$ cat src/rtl/spn_round_engine.sv
// rtl/spn_round_engine.sv - iterative 16-bit SPN cipher core, one round per clock
package spn_pkg;

    function automatic logic [3:0] sbox4(input logic [3:0] n);
        logic [3:0] r;
        case (n)
            4'h0: r = 4'hC;
            4'h1: r = 4'h5;
            4'h2: r = 4'h6;
            4'h3: r = 4'hB;
            4'h4: r = 4'h9;
            4'h5: r = 4'h0;
            4'h6: r = 4'hA;
            4'h7: r = 4'hD;
            4'h8: r = 4'h3;
            4'h9: r = 4'hE;
            4'hA: r = 4'hF;
            4'hB: r = 4'h8;
            4'hC: r = 4'h4;
            4'hD: r = 4'h7;
            4'hE: r = 4'h1;
            default: r = 4'h2;
        endcase
        return r;
    endfunction

    function automatic logic [15:0] sbox_layer16(input logic [15:0] s);
        logic [15:0] r;
        r = '0;
        for (int i = 0; i < 4; i++) begin
            r[4*i +: 4] = sbox4(s[4*i +: 4]);
        end
        return r;
    endfunction

    // Bit i -> (4*i) mod 15, bit 15 fixed: equivalent to a 4x4 bit-matrix transpose.
    function automatic logic [15:0] perm16(input logic [15:0] s);
        return {s[15], s[11], s[7], s[3],
                s[14], s[10], s[6], s[2],
                s[13], s[9],  s[5], s[1],
                s[12], s[8],  s[4], s[0]};
    endfunction

endpackage

module spn_round_engine
    import spn_pkg::*;
#(
    parameter int NUM_ROUNDS = 4,
    parameter int WIDTH      = 16
) (
    input  logic             clk,
    input  logic             rst_n,
    input  logic             in_valid,
    output logic             in_ready,
    input  logic [WIDTH-1:0] in_data,
    input  logic [WIDTH-1:0] in_key,
    output logic             out_valid,
    input  logic             out_ready,
    output logic [WIDTH-1:0] out_data,
    output logic             busy,
    output logic [3:0]       round_o
);

    if (WIDTH != 16) begin : g_width_chk
        $error("spn_round_engine: WIDTH must be 16");
    end
    if (NUM_ROUNDS < 1 || NUM_ROUNDS > 15) begin : g_rounds_chk
        $error("spn_round_engine: NUM_ROUNDS must be in 1..15");
    end

    localparam logic [3:0] LAST_ROUND = 4'(NUM_ROUNDS - 1);

    typedef enum logic [1:0] {S_IDLE, S_RUN, S_DONE} fsm_t;

    fsm_t             fsm_q;
    logic [WIDTH-1:0] state_q;
    logic [WIDTH-1:0] rk_q;
    logic [3:0]       round_q;
    logic             in_ready_q;
    logic             out_valid_q;
    logic             busy_q;

    logic [WIDTH-1:0] state_d;
    logic [WIDTH-1:0] rk_d;

    always_comb begin
        state_d = perm16(sbox_layer16(state_q ^ rk_q));
        rk_d    = {rk_q[12:0], rk_q[15:13]} ^ {12'b0, round_q + 4'd1};
    end

    always_ff @(posedge clk) begin
        if (!rst_n) begin
            fsm_q       <= S_IDLE;
            state_q     <= '0;
            rk_q        <= '0;
            round_q     <= '0;
            in_ready_q  <= 1'b1;
            out_valid_q <= 1'b0;
            busy_q      <= 1'b0;
        end else begin
            case (fsm_q)
                S_IDLE: begin
                    if (in_valid) begin
                        fsm_q      <= S_RUN;
                        state_q    <= in_data;
                        rk_q       <= in_key;
                        round_q    <= '0;
                        in_ready_q <= 1'b0;
                        busy_q     <= 1'b1;
                    end
                end
                S_RUN: begin
                    state_q <= state_d;
                    rk_q    <= rk_d;
                    round_q <= round_q + 4'd1;
                    if (round_q == LAST_ROUND) begin
                        fsm_q       <= S_DONE;
                        out_valid_q <= 1'b1;
                    end
                end
                S_DONE: begin
                    // Everything stays frozen until the consumer takes the block.
                    if (out_ready) begin
                        fsm_q       <= S_IDLE;
                        round_q     <= '0;
                        in_ready_q  <= 1'b1;
                        out_valid_q <= 1'b0;
                        busy_q      <= 1'b0;
                    end
                end
                default: begin
                    fsm_q <= S_IDLE;
                end
            endcase
        end
    end

    assign in_ready  = in_ready_q;
    assign out_valid = out_valid_q;
    assign out_data  = state_q;
    assign busy      = busy_q;
    assign round_o   = round_q;

endmodule

$ cat config.mk
export PLATFORM = sky130hd
export DESIGN_NAME = spn_round_engine
export DESIGN_NICKNAME = d
export VERILOG_FILES = /design/src/rtl/spn_round_engine.sv
export SDC_FILE = /design/constraint.sdc
export NUM_CORES = 1
export LEC_CHECK = 0
export ABC_AREA = 1
export CAP_MARGIN = 20
export CORE_ASPECT_RATIO = 1.4
export CORE_UTILIZATION = 51
export CTS_CLUSTER_SIZE = 25
export DETAILED_ROUTE_END_ITERATION = 10
export HOLD_SLACK_MARGIN = 0.03
export MAX_ROUTING_LAYER = met4
export PLACE_DENSITY = 0.79
export SLEW_MARGIN = 20
export SYNTH_ARGS = -nofsm -noshare
export SYNTH_HDL_FRONTEND = slang
export SYNTH_SLANG_ARGS = --single-unit
export TNS_END_PERCENT = 20
$ cat constraint.sdc
create_clock -name clk -period 1.6 [get_ports clk]
set_input_delay 0.48 -clock clk [delete_from_list [all_inputs] [get_ports clk]]
set_output_delay 0.48 -clock clk [all_outputs]
set_load 0.01 [all_outputs]
Word-level counts from Yosys, hierarchy flattened
Memory sizes are Yosys's and may differ from the RTL's.
Index checks and enable logic that the tools add are counted.
- input port bits: 36
- memories kept: 4
- register bits: 41
- memory bits (read-only): 256
- latch bits: 0
- RAM bits: 0
- memories (name ; depth ; bits a word ; rd ports ; clocked after memory_dff ; wr ports ; RTL line ; source):
    (no name shown) ; 16 ; 4 ; 1 ; 0 ; 0 ; 6 ; case (n)
    (no name shown) ; 16 ; 4 ; 1 ; 0 ; 0 ; 6 ;
    (no name shown) ; 16 ; 4 ; 1 ; 0 ; 0 ; 6 ;
    (no name shown) ; 16 ; 4 ; 1 ; 0 ; 0 ; 6 ;
- eq/ne operators: 6
- shift operators: 0
- bitwise gates (word level): 2
- muxes and demuxes: 19
- $lt $le $gt $ge: 0
- $add $sub $neg: 1
- divide/modulo/power cells: 0
- reductions and logical operators: 10
- $mul: 0
- operators by type and width (cell ; number):
    case mux 16 bit (2 select lines) ; 2
    two-way mux 16 bit ; 2
    XOR 16 bit ; 1
    XOR 16 x 4 -> 16 bit ; 1
    case mux 4 bit (3 select lines) ; 1
    AND reduction 3 bit ; 4
    two-way mux 4 bit ; 2
    two-way mux 2 bit ; 3
    != test 2 bit, second input constant ; 3
    case mux 1 bit (2 select lines) ; 3
    case mux 2 bit (3 select lines) ; 1
    nonzero test 2 bit ; 3
    two-way mux 1 bit ; 5
    adder 4 x 1 -> 4 bit, second input constant ; 1
    equality test 4 x 2 -> 1 bit, second input constant ; 1
    nonzero test 3 bit ; 1
    equality test 2 x 1 -> 1 bit, second input constant ; 1
    equality test 2 bit, second input constant ; 1
    zero test 2 bit ; 1
    AND reduction 2 bit ; 1

Depth between registers and ports, before layout
Gate-level depths: netlist of run 1.
- depth after elaboration: 3
- gate-level depth with buffers: 11

Worst setup path after synthesis of run 1
Ideal clock, no wire load.
- kind: register -> register
- from: reg state_q[12] (netlist: out_data[12])
- to: reg state_q[11] (netlist: out_data[11])
- period minus slack after synthesis: 1402 ps
- data required time: 1464 ps
- cell stages (with the launch flop): 11
- arrival: 1265 ps
- slack: 198 ps
- cell sequence: dfxtp_1 > inv_1 > nand2_1 > nand2_1 > ha_1 > inv_1 > nand3_1 > nand3_1 > nand3_1 > nand2_1 > a21oi_2
- cells in the longest elaborated chain, start to end: 3
- ends and longest elaborated chain (element ; RTL line ; source):
    from (decl) ; 77 ; logic [WIDTH-1:0] state_q;
    from (signal assigned) ; 106 ; state_q <= in_data;
    from (signal assigned) ; 114 ; state_q <= state_d;
    XOR 16 bit ; 88 ; state_d = perm16(sbox_layer16(state_q ^ rk_q));
    memory read (16 x 4 bit) ; n/a ;
    case mux 16 bit (2 select lines) ; 102 ; case (fsm_q)
No other way between the ends.
A chain may end at the register's enable or synchronous reset.

Worst setup path after layout of run 1
- from: reg rk_q[9]
- to: reg state_q[14] (netlist: out_data[14])
- cells in the longest elaborated chain, start to end: 3
- ends and longest elaborated chain (element ; RTL line ; source):
    from (decl) ; 78 ; logic [WIDTH-1:0] rk_q;
    from (signal assigned) ; 107 ; rk_q <= in_key;
    from (signal assigned) ; 115 ; rk_q <= rk_d;
    XOR 16 bit ; 88 ;
    memory read (16 x 4 bit) ; n/a ;
    case mux 16 bit (2 select lines) ; 102 ;
No other way between the ends.

==> flow_summary.toml, run 1 <==
[run_status]
status = "finished clean"

[sta]
setup_viol = 0
hold_ws_ns = 0.4700
final_max_slew_viol_count = 0
worst_pin_slew_ns = 0.3823
hold_viol_final = 0
finalCriticalPeriod_ns = 1.476
setup_ws_ns = 0.1243
fin_crit_sh_pct = 92.23
fmax_mhz = 677.6
rsz0062_at_grt = "true"
fin_skew_ns = 0.01019
max_slew_margin_pct = 74.51

[worst_setup_path]
worst_setup_path_end_kind = "flip-flop"
reg2reg_to = "out_data[14]$_SDFFE_PN0P_"
startpoint_type = "flip-flop"
critical_path_class = "flip-flop to flip-flop"
cp_max_fo = 4
reg2regPathDepth = 11
worstPathRequired_ns = 1.77
critPathArrivalTime_ns = 1.65
r2r_setup_slack_ns = 0.12
rr_startpoint = "rk_q[9]$_SDFFE_PN0P_"

[die]
die_h_um = 91.57
core_area_um2 = 5525
die_w_um = 65.98
start_util_pct = 52.90
design.die.area_um2 = 6042
ios = 59
std_cell_rows = 32

[drt]
route.vias.total = 3188
first_iter_violations = 260
viasPerCell = 5.296
drcViolationCount = 0
wire_per_inst_um = 12.94
drt-total-wl_mm = 7.790
drt_pre_antenna_iters = 5
postRouteAntennaNets = 0

[place]
place_congestion = 0.8820
dp_hpwl_mm = 5.901
placed_cell_area_um2 = 3566
portBuffers = 58
place_inst = 592
dpl_worst_slack_ns = -0.1158

[min_path]
hold_start = "in_ready$_SDFFE_PN1P_"
whs_endpoint = "in_ready$_SDFFE_PN1P_"
min_path_cells = 2
hp-class = "flip-flop to flip-flop"

[yosys]
synthAdderAreaFrac_pct = 5.565
synth-xor-area-share_pct = 0.2997
synth_compound_area_share_pct = 17.08
syn_avg_cell_area_um2 = 6.272
yosysWarnings = 0
yosysUniqueCellTypes = 27
netlist_top_cells_area = "dfxtp_1 28%, nand2_1 20%, nand3_1 8.7%, inv_1 7.3%, a21oi_1 6.2%"
synth_top_family_by_area = "simple AND/OR/NAND/NOR gates"
synth_seq_cells = 41
synth_top_area_share_pct = 28.08
syn-cell-area_um2 = 2923
syn_nets = 515
synth_area_leader_cell = "dfxtp_1"
netlist_instances = 466
ys_seq_area_share_pct = 28.08
synth_simple_gate_area_share_pct = 35.32
synthMuxAreaShare_pct = 0

[clock_tree]
cts.hold.buffers_added = 0
clkTransAtPathRegs_ns = 0.08
root_buffer = "clkbuf_8"
clockBufferDepth = 2
cts_tree = "yes"
htree_levels = 2
cts.sinks = 41
insertion_delay_ns = 0.30
cts_made_buffers = 5

[power_and_ir_drop]
switching_share_pct = 36.14
pwr-share-comb_pct = 37.9
p_switching_w = 0.001229
p_int_w = 0.002172
clkPwrFrac_pct = 25.8
vdd_drop_max_v = 0.0005427
seqPwrFrac_pct = 36.3
power_density_nw_per_um2 = 912.1
power.leakage_nw = 1.829

[final_layout]
diodes = 0
fin_util_pct = 67.48
final_cell_mix = "147 x nand2_1, 57 x inv_1, 50 x nand3_1"
finish.net_count = 582
drive_gt1_share_pct = 14.98
final_cell_area_um2 = 3729
final_common_cell = "nand2_1"
area_growth_pct = 27.57
fin_cells = 602

[grt]
track_usage_pct = 27.99
grt.overflow.total = 0
grt_max_degree = 44
antenna_found_initial = 0
grt_pass1_wl_mm = 12.87
grt_pass1_vias = 2940

[job]
cap_violations = 0
## per-layer routing
layer | part of all wire (%) | global-route usage [%] | wire length, µm | vias to the layer above
met5 | 0 | - | 0 | -
met4 | 2.2 | 9.397 | 171 | 0
met3 | 4.7 | 3.392 | 366 | 15
met2 | 53 | 49.15 | 4111 | 97
met1 | 40 | 31.99 | 3140 | 1442
li1 | - | - | - | 1634
## critical path: stages, from the launching register on
cell and delay [ns]:
dfxtp_2 0.34, inv_1 0.05, nand2_1 0.06, nand2_2 0.10, inv_1 0.06, ha_1 0.30, inv_1 0.06, nand2_1 0.04
nand3_1 0.09, nand3_1 0.09, nand2_2 0.09, a21oi_1 0.06
## layout make-up
type | instances | area, µm²
inverters | 63 | 244.0
flip-flops and latches | 41 | 853.3
fillers | 518 | 1797
repair buffers | 76 | 699.4
clock inverters | 1 | 30.03
clock buffers | 7 | 86.33
well taps | 68 | 85.08
multi-input cells | 346 | 1730
## synth_stat cells, drive strengths merged
cell type	n
nand2	162
inv	63
nand3	52
a21oi	41
dfxtp	41
o21ai	32
nor2	23
buf	14
ha	13
o22ai	12
nand4	4
or2	4
clkbuf	2
o31ai	1
o41ai	1
xnor2	1
## state kept, by name, indices dropped and copies added (netlist names)
signal	cells
out_data	16
rk_q	16
round_o	4
fsm_q	2
busy	1
in_ready	1
out_valid	1
## how the worst max path moves through the flow
stage / start / to / depth (start not counted)
after floorplan: out_data[12]$_SDFFE_PN0P_ / out_data[11]$_SDFFE_PN0P_ / 10
after global placement: in_valid / out_data[4]$_SDFFE_PN0P_ / 5
after detailed placement: in_valid / out_data[5]$_SDFFE_PN0P_ / 5
after CTS: rk_q[1]$_SDFFE_PN0P_ / out_data[12]$_SDFFE_PN0P_ / 10
after global routing: out_data[8]$_SDFFE_PN0P_ / out_data[14]$_SDFFE_PN0P_ / 10
final: rk_q[9]$_SDFFE_PN0P_ / out_data[14]$_SDFFE_PN0P_ / 11
## stage by stage
step                       TNS, ns  total power, W
final                            0        0.003401
after global placement      -1.557        0.002487
after detailed placement    -2.776        0.002528
after floorplan                  0        0.002111
after global routing      -0.01543        0.003643
after CTS                        0        0.003368
## power by group through the flow
stage / Clock [W] / Sequential (W) / Combinational (W)
floorplan: 0 / 0.00125 / 0.000860
global route: 0.000926 / 0.00125 / 0.00147
global placement: 0 / 0.00124 / 0.00124
CTS: 0.000891 / 0.00123 / 0.00125
detailed placement: 0 / 0.00125 / 0.00128
finish: 0.000877 / 0.00124 / 0.00129
## cell families (layout without fill, tap and decap cells)
kind of cell / Yosys count / count (layout)
adders and majority gates: 13 / 13
buffers and inverters: 79 / 147
and+or+nand+nor: 245 / 245
xor gates and xnor gates: 1 / 1
DFF: 41 / 41
AOI/OAI and AO/OA: 87 / 87
## timing repair
item / CTS / global route
setup buffers: 0 / 2
endpoints found under the setup margin: 23 / 11
pin swaps: 0 / 4
resized for setup: 29 / 27
No activity file was read; power rests on OpenSTA's default activity.
==> run 2, diff against run 1 <==
Settings changed: CTS_BUF_LIST set to sky130_fd_sc_hd__clkbuf_16.
==> flow_summary.toml, run 2 (same netlist as run 1, synthesis figures left out) <==
[worst_setup_path]
reg2regPathDepth = 10
worstPathRequired_ns = 1.76
critPathArrivalTime_ns = 1.67
worst_setup_path_end_kind = "flip-flop"
path_delay_family = "simple AND/OR/NAND/NOR gates"
cp_slowest_cell = "dfxtp_2"
rr_startpoint = "out_data[0]$_SDFFE_PN0P_"
crit_start = "out_data[0]$_SDFFE_PN0P_"
critical_path_class = "flip-flop to flip-flop"
crit_path_max_incr_delay_ns = 0.35
cp_cell_sequence = "inv_1 -> nand2_1 -> nand2_1 -> ha_1 -> inv_1 -> nand3_1 -> nand3_1 -> nand3_1 -> nand2_1 -> a21oi_2"
startpoint_type = "flip-flop"
cp.depth = 10
cp_max_fo = 4
worst-path-buf-inv = 2

[clock_tree]
root_buffer = "clkbuf_16"
cts_tree = "yes"
cts.sinks = 41
insertion_delay_ns = 0.29
clockBufferDepth = 2
cts_made_buffers = 5
htree_levels = 2
cts.hold.buffers_added = 0
cts_setup_buffers = 0
ctsResizeCount = 26
clkTransAtPathRegs_ns = 0.06

[power_and_ir_drop]
p_switching_w = 0.001265
power_density_nw_per_um2 = 973.1
vdd_drop_max_v = 0.0005966
switching_share_pct = 34.75
clkPwrFrac_pct = 31.0
pwr-share-comb_pct = 35.1
power.leakage_nw = 1.852
p_int_w = 0.002375
seqPwrFrac_pct = 33.9

[sta]
fin_crit_sh_pct = 94.10
rsz0062_at_grt = "true"
worst_pin_slew_ns = 0.3883
hold_viol_final = 0
final_max_slew_viol_count = 0
max_slew_margin_pct = 74.11
finalCriticalPeriod_ns = 1.506
setup_viol = 0
fmax_mhz = 664.2
fin_skew_ns = 0.007876

[run_status]
status = "finished clean"

[place]
portBuffers = 58
place_congestion = 0.8820
placed_cell_area_um2 = 3566
dp_hpwl_mm = 5.901
place_inst = 592

[die]
ios = 59
die_h_um = 91.57
std_cell_rows = 32
design.die.area_um2 = 6042
die_w_um = 65.98
start_util_pct = 52.90
core_area_um2 = 5525

[final_layout]
final_common_cell = "nand2_1"
area_growth_pct = 28.00
drive_gt1_share_pct = 12.97
final_cell_mix = "150 x nand2_1, 58 x inv_1, 51 x nand3_1"
fin_cells = 600
diodes = 0
fin_util_pct = 67.71
seq_area_um2 = 843.3
multi_input_area_um2 = 1718
final_cell_area_um2 = 3741
finish.net_count = 580
num-fill-cells = 508

[min_path]
min_path_cells = 2
hold_start = "in_ready$_SDFFE_PN1P_"
hp-class = "flip-flop to flip-flop"

[drt]
first_iter_violations = 285
postRouteAntennaNets = 0
route.vias.total = 3196
drt_pre_antenna_iters = 4
drcViolationCount = 0
viasPerCell = 5.327
drt-total-wl_mm = 8.031
wire_per_inst_um = 13.39

[grt]
antenna_found_initial = 0
grt.overflow.total = 0
grt_max_degree = 44
track_usage_pct = 29.00
grt_pass1_wl_mm = 13.19
grt_pass1_vias = 2967

[job]
cap_violations = 0
## run 2: cell count changes in the layout (fill, tap and decap cells not counted), sizes merged
cell and delta:
clkinv +1, clkbuf -2, dlymetal6s2s +1, dlygate4sd2 -1, inv +1, buf -2
## run 2: worst min-delay path, cell delays in order (launching register included)
cell,delay [ns]
dfxtp_1,0.33
nand2_1,0.05
nand3_1,0.06
## run 2: metrics by stage
stage	total power [W]	worst slack [ns]	hold slack, ns	TNS, ns
2_1_floorplan	0.002111	0.1982	0.4907	0
3_3_place_gp	0.002487	-0.09429	0.4447	-1.557
3_5_place_dp	0.002528	-0.1158	0.4579	-2.776
4_1_cts	0.003625	-0.07188	0.4662	-0.07188
5_1_grt	0.003882	-0.03776	0.4936	-0.1227
6_report	0.003640	0.09432	0.4702	0
## run 2: power groups by stage
| stage | sequential [W] | combinational, W | clock (W) |
|---|---|---|---|
| floorplan | 0.00125 | 0.000860 | 0 |
| global placement | 0.00124 | 0.00124 | 0 |
| detailed placement | 0.00125 | 0.00128 | 0 |
| CTS | 0.00123 | 0.00126 | 0.00114 |
| global route | 0.00125 | 0.00145 | 0.00118 |
| finish | 0.00124 | 0.00128 | 0.00113 |
## run 2: path summary, 6_finish.rpt
check,slack [ns],end
max,0.09,out_data[0]$_SDFFE_PN0P_
max reg2reg,0.09,out_data[0]$_SDFFE_PN0P_
min reg2reg,0.47,in_ready$_SDFFE_PN1P_
min,0.47,in_ready$_SDFFE_PN1P_
## run 2: area by class of cell
| cell class | instances | share of cell area [%] |
|---|---|---|
| clock buffers | 5 | 3.344 |
| clock inverters | 3 | 1.003 |
| inverters | 63 | 6.522 |
| multi-input cells | 346 | 45.92 |
| flip-flops and latches | 41 | 22.54 |
| well taps | 68 | 2.274 |
| repair buffers | 74 | 18.39 |
## run 2: per-layer routing
metal  up-vias  track usage [%]  part of all wire [%]
met3        16            3.894                   4.9
li1       1634                -                     -
met2        91            50.60                    52
met1      1455            32.59                    40
met4         0            11.17                   2.4
met5         -                -                     0
==> run 3, diff against run 2 <==
Settings changed: CORE_UTILIZATION 51 to 47, PLACE_DENSITY 0.79 to 0.77.
Clock period 1.6 ns to 1.3 ns, I/O delays scaled along.
==> flow_summary.toml, run 3 (same netlist as run 1, synthesis figures left out) <==
[power_and_ir_drop]
clkPwrFrac_pct = 26.8
power_density_nw_per_um2 = 1139
power.leakage_nw = 2.009
switching_share_pct = 36.52
p_int_w = 0.003158
vdd_drop_max_v = 0.0008972
seqPwrFrac_pct = 30.7
fin_total_pwr_w = 0.004974
pwr-share-comb_pct = 42.4
p_switching_w = 0.001817

[place]
placed_cell_area_um2 = 3889
dp_hpwl_mm = 6.298
place_inst = 621
place_congestion = 0.9347
portBuffers = 58

[drt]
route.vias.total = 3416
drcViolationCount = 0
drt-total-wl_mm = 8.957
postRouteAntennaNets = 0
viasPerCell = 5.371
first_iter_violations = 139
drt_pre_antenna_iters = 4
wire_per_inst_um = 14.08

[worst_setup_path]
worst_setup_path_end_kind = "flip-flop"
reg2reg_to = "out_data[8]$_SDFFE_PN0P_"
rr_startpoint = "out_data[0]$_SDFFE_PN0P_"
worstPathRequired_ns = 1.51
startpoint_type = "flip-flop"
crit_start = "out_data[0]$_SDFFE_PN0P_"
crit_end = "out_data[8]$_SDFFE_PN0P_"
reg2regPathDepth = 10
cp_max_fo = 4
r2r_setup_slack_ns = -0.11
critPathArrivalTime_ns = 1.63
critical_path_class = "flip-flop to flip-flop"

[die]
design.die.area_um2 = 6542
ios = 59
start_util_pct = 49.16
die_w_um = 68.65
std_cell_rows = 33
die_h_um = 95.31
core_area_um2 = 5946

[grt]
grt_max_degree = 27
grt_pass1_wl_mm = 13.40
track_usage_pct = 27.87
grt.overflow.total = 0
antenna_found_initial = 0
grt_pass1_vias = 3161

[clock_tree]
cts_made_buffers = 5
root_buffer = "clkbuf_16"
htree_levels = 2
cts.sinks = 41
clkTransAtPathRegs_ns = 0.06
clockBufferDepth = 2
cts_tree = "yes"
insertion_delay_ns = 0.28
cts.hold.buffers_added = 0

[final_layout]
drive_gt1_share_pct = 34.45
num-fill-cells = 491
final_common_cell = "nand2_1"
final_cell_area_um2 = 4368
fin_util_pct = 73.46
final_cell_mix = "119 x nand2_1, 42 x buf_4, 40 x nand3_1"
fin_cells = 636
diodes = 0
finish.net_count = 614
area_growth_pct = 49.44

[sta]
worst_pin_slew_ns = 0.3669
max_slew_margin_pct = 75.52
setup_viol = 12
finalCriticalPeriod_ns = 1.413
fmax_mhz = 707.9
fin_skew_ns = 0.003954
fin_crit_sh_pct = 108.7
setup_ws_ns = -0.1127
hold_viol_final = 0
final_max_slew_viol_count = 0
rsz0062_at_grt = "true"

[run_status]
status = "finished, violations left"
failed_checks = "setup timing"

[job]
cap_violations = 0

[min_path]
hp-class = "flip-flop to flip-flop"
-- run 3: cell types whose count changed in the layout (fill, tap and decap cells not counted), moves of 11 or more --
cell | previous run | this run
dlygate4sd2_1 | 22 | 4
nand3_1 | 51 | 40
nand3_2 | 0 | 11
inv_2 | 3 | 23
nand2_2 | 12 | 36
nand2_1 | 150 | 119
buf_4 | 15 | 42
inv_1 | 58 | 36
-- run 3: area by class of cell --
class	count	area, µm²	share of cell area [%]
Sequential cell	41	873.3	19.99
Clock inverter	2	12.51	0.2865
Tap cell	70	87.58	2.005
Clock buffer	6	150.1	3.437
Timing Repair Buffer	108	985.9	22.57
Multi-Input combinational cell	346	2009	46.00
Inverter	63	249.0	5.700
-- run 3: critical path, cell delays in order, from the launching register on --
cell     delay (ns)
dfxtp_4        0.36
inv_1          0.05
nand2_2        0.08
nand2_4        0.09
ha_4           0.27
inv_2          0.04
nand3_2        0.08
nand3_2        0.10
nand3_2        0.10
nand2_2        0.07
a21oi_2        0.11
-- run 3: routing by layer --
metal | up-vias | global-route usage, % | part of all wire [%]
li1 | 1705 | - | -
met3 | 35 | 2.751 | 4.1
met4 | 0 | 14.93 | 4.5
met1 | 1567 | 31.06 | 39
met5 | - | - | 0
met2 | 109 | 47.55 | 52
-- run 3: how the worst min path moves through the flow --
stage	startpoint	end	slack, ns	cells after the start
2_1_floorplan	out_data[8]$_SDFFE_PN0P_	out_data[8]$_SDFFE_PN0P_	0.48	2
3_3_place_gp	in_ready$_SDFFE_PN1P_	in_ready$_SDFFE_PN1P_	0.45	2
3_5_place_dp	in_ready$_SDFFE_PN1P_	in_ready$_SDFFE_PN1P_	0.45	2
4_1_cts	in_ready$_SDFFE_PN1P_	in_ready$_SDFFE_PN1P_	0.46	2
5_1_grt	in_ready$_SDFFE_PN1P_	in_ready$_SDFFE_PN1P_	0.50	2
6_report	in_ready$_SDFFE_PN1P_	in_ready$_SDFFE_PN1P_	0.45	2
-- run 3: stage by stage --
step	hold WS [ns]	worst slack (ns)	setup TNS, ns
final	0.4521	-0.1127	-0.7260
after CTS	0.4587	-0.1343	-1.105
after global routing	0.5023	-0.2174	-1.960
after global placement	0.4454	-0.2926	-9.410
after detailed placement	0.4484	-0.3144	-10.10
after floorplan	0.4817	-0.01193	-0.03301
-- run 3: power by group through the flow --
stage | Sequential, W | Clock, W | Combinational (W)
after floorplan | 0.00155 | 0 | 0.00110
after global placement | 0.00153 | 0 | 0.00172
after global routing | 0.00154 | 0.00141 | 0.00233
after CTS | 0.00151 | 0.00136 | 0.00177
after detailed placement | 0.00153 | 0 | 0.00178
final | 0.00153 | 0.00134 | 0.00211
-- run 3: repair_timing --
| action | in CTS | in global routing |
|---|---|---|
| endpoints found under the hold margin | 0 | 0 |
| setup endpoints to repair | 41 | 49 |
| resized for setup | 54 | 103 |
| pin swaps | 3 | 34 |
| gates cloned | 0 | 0 |
| buffers inserted | 0 | 7 |
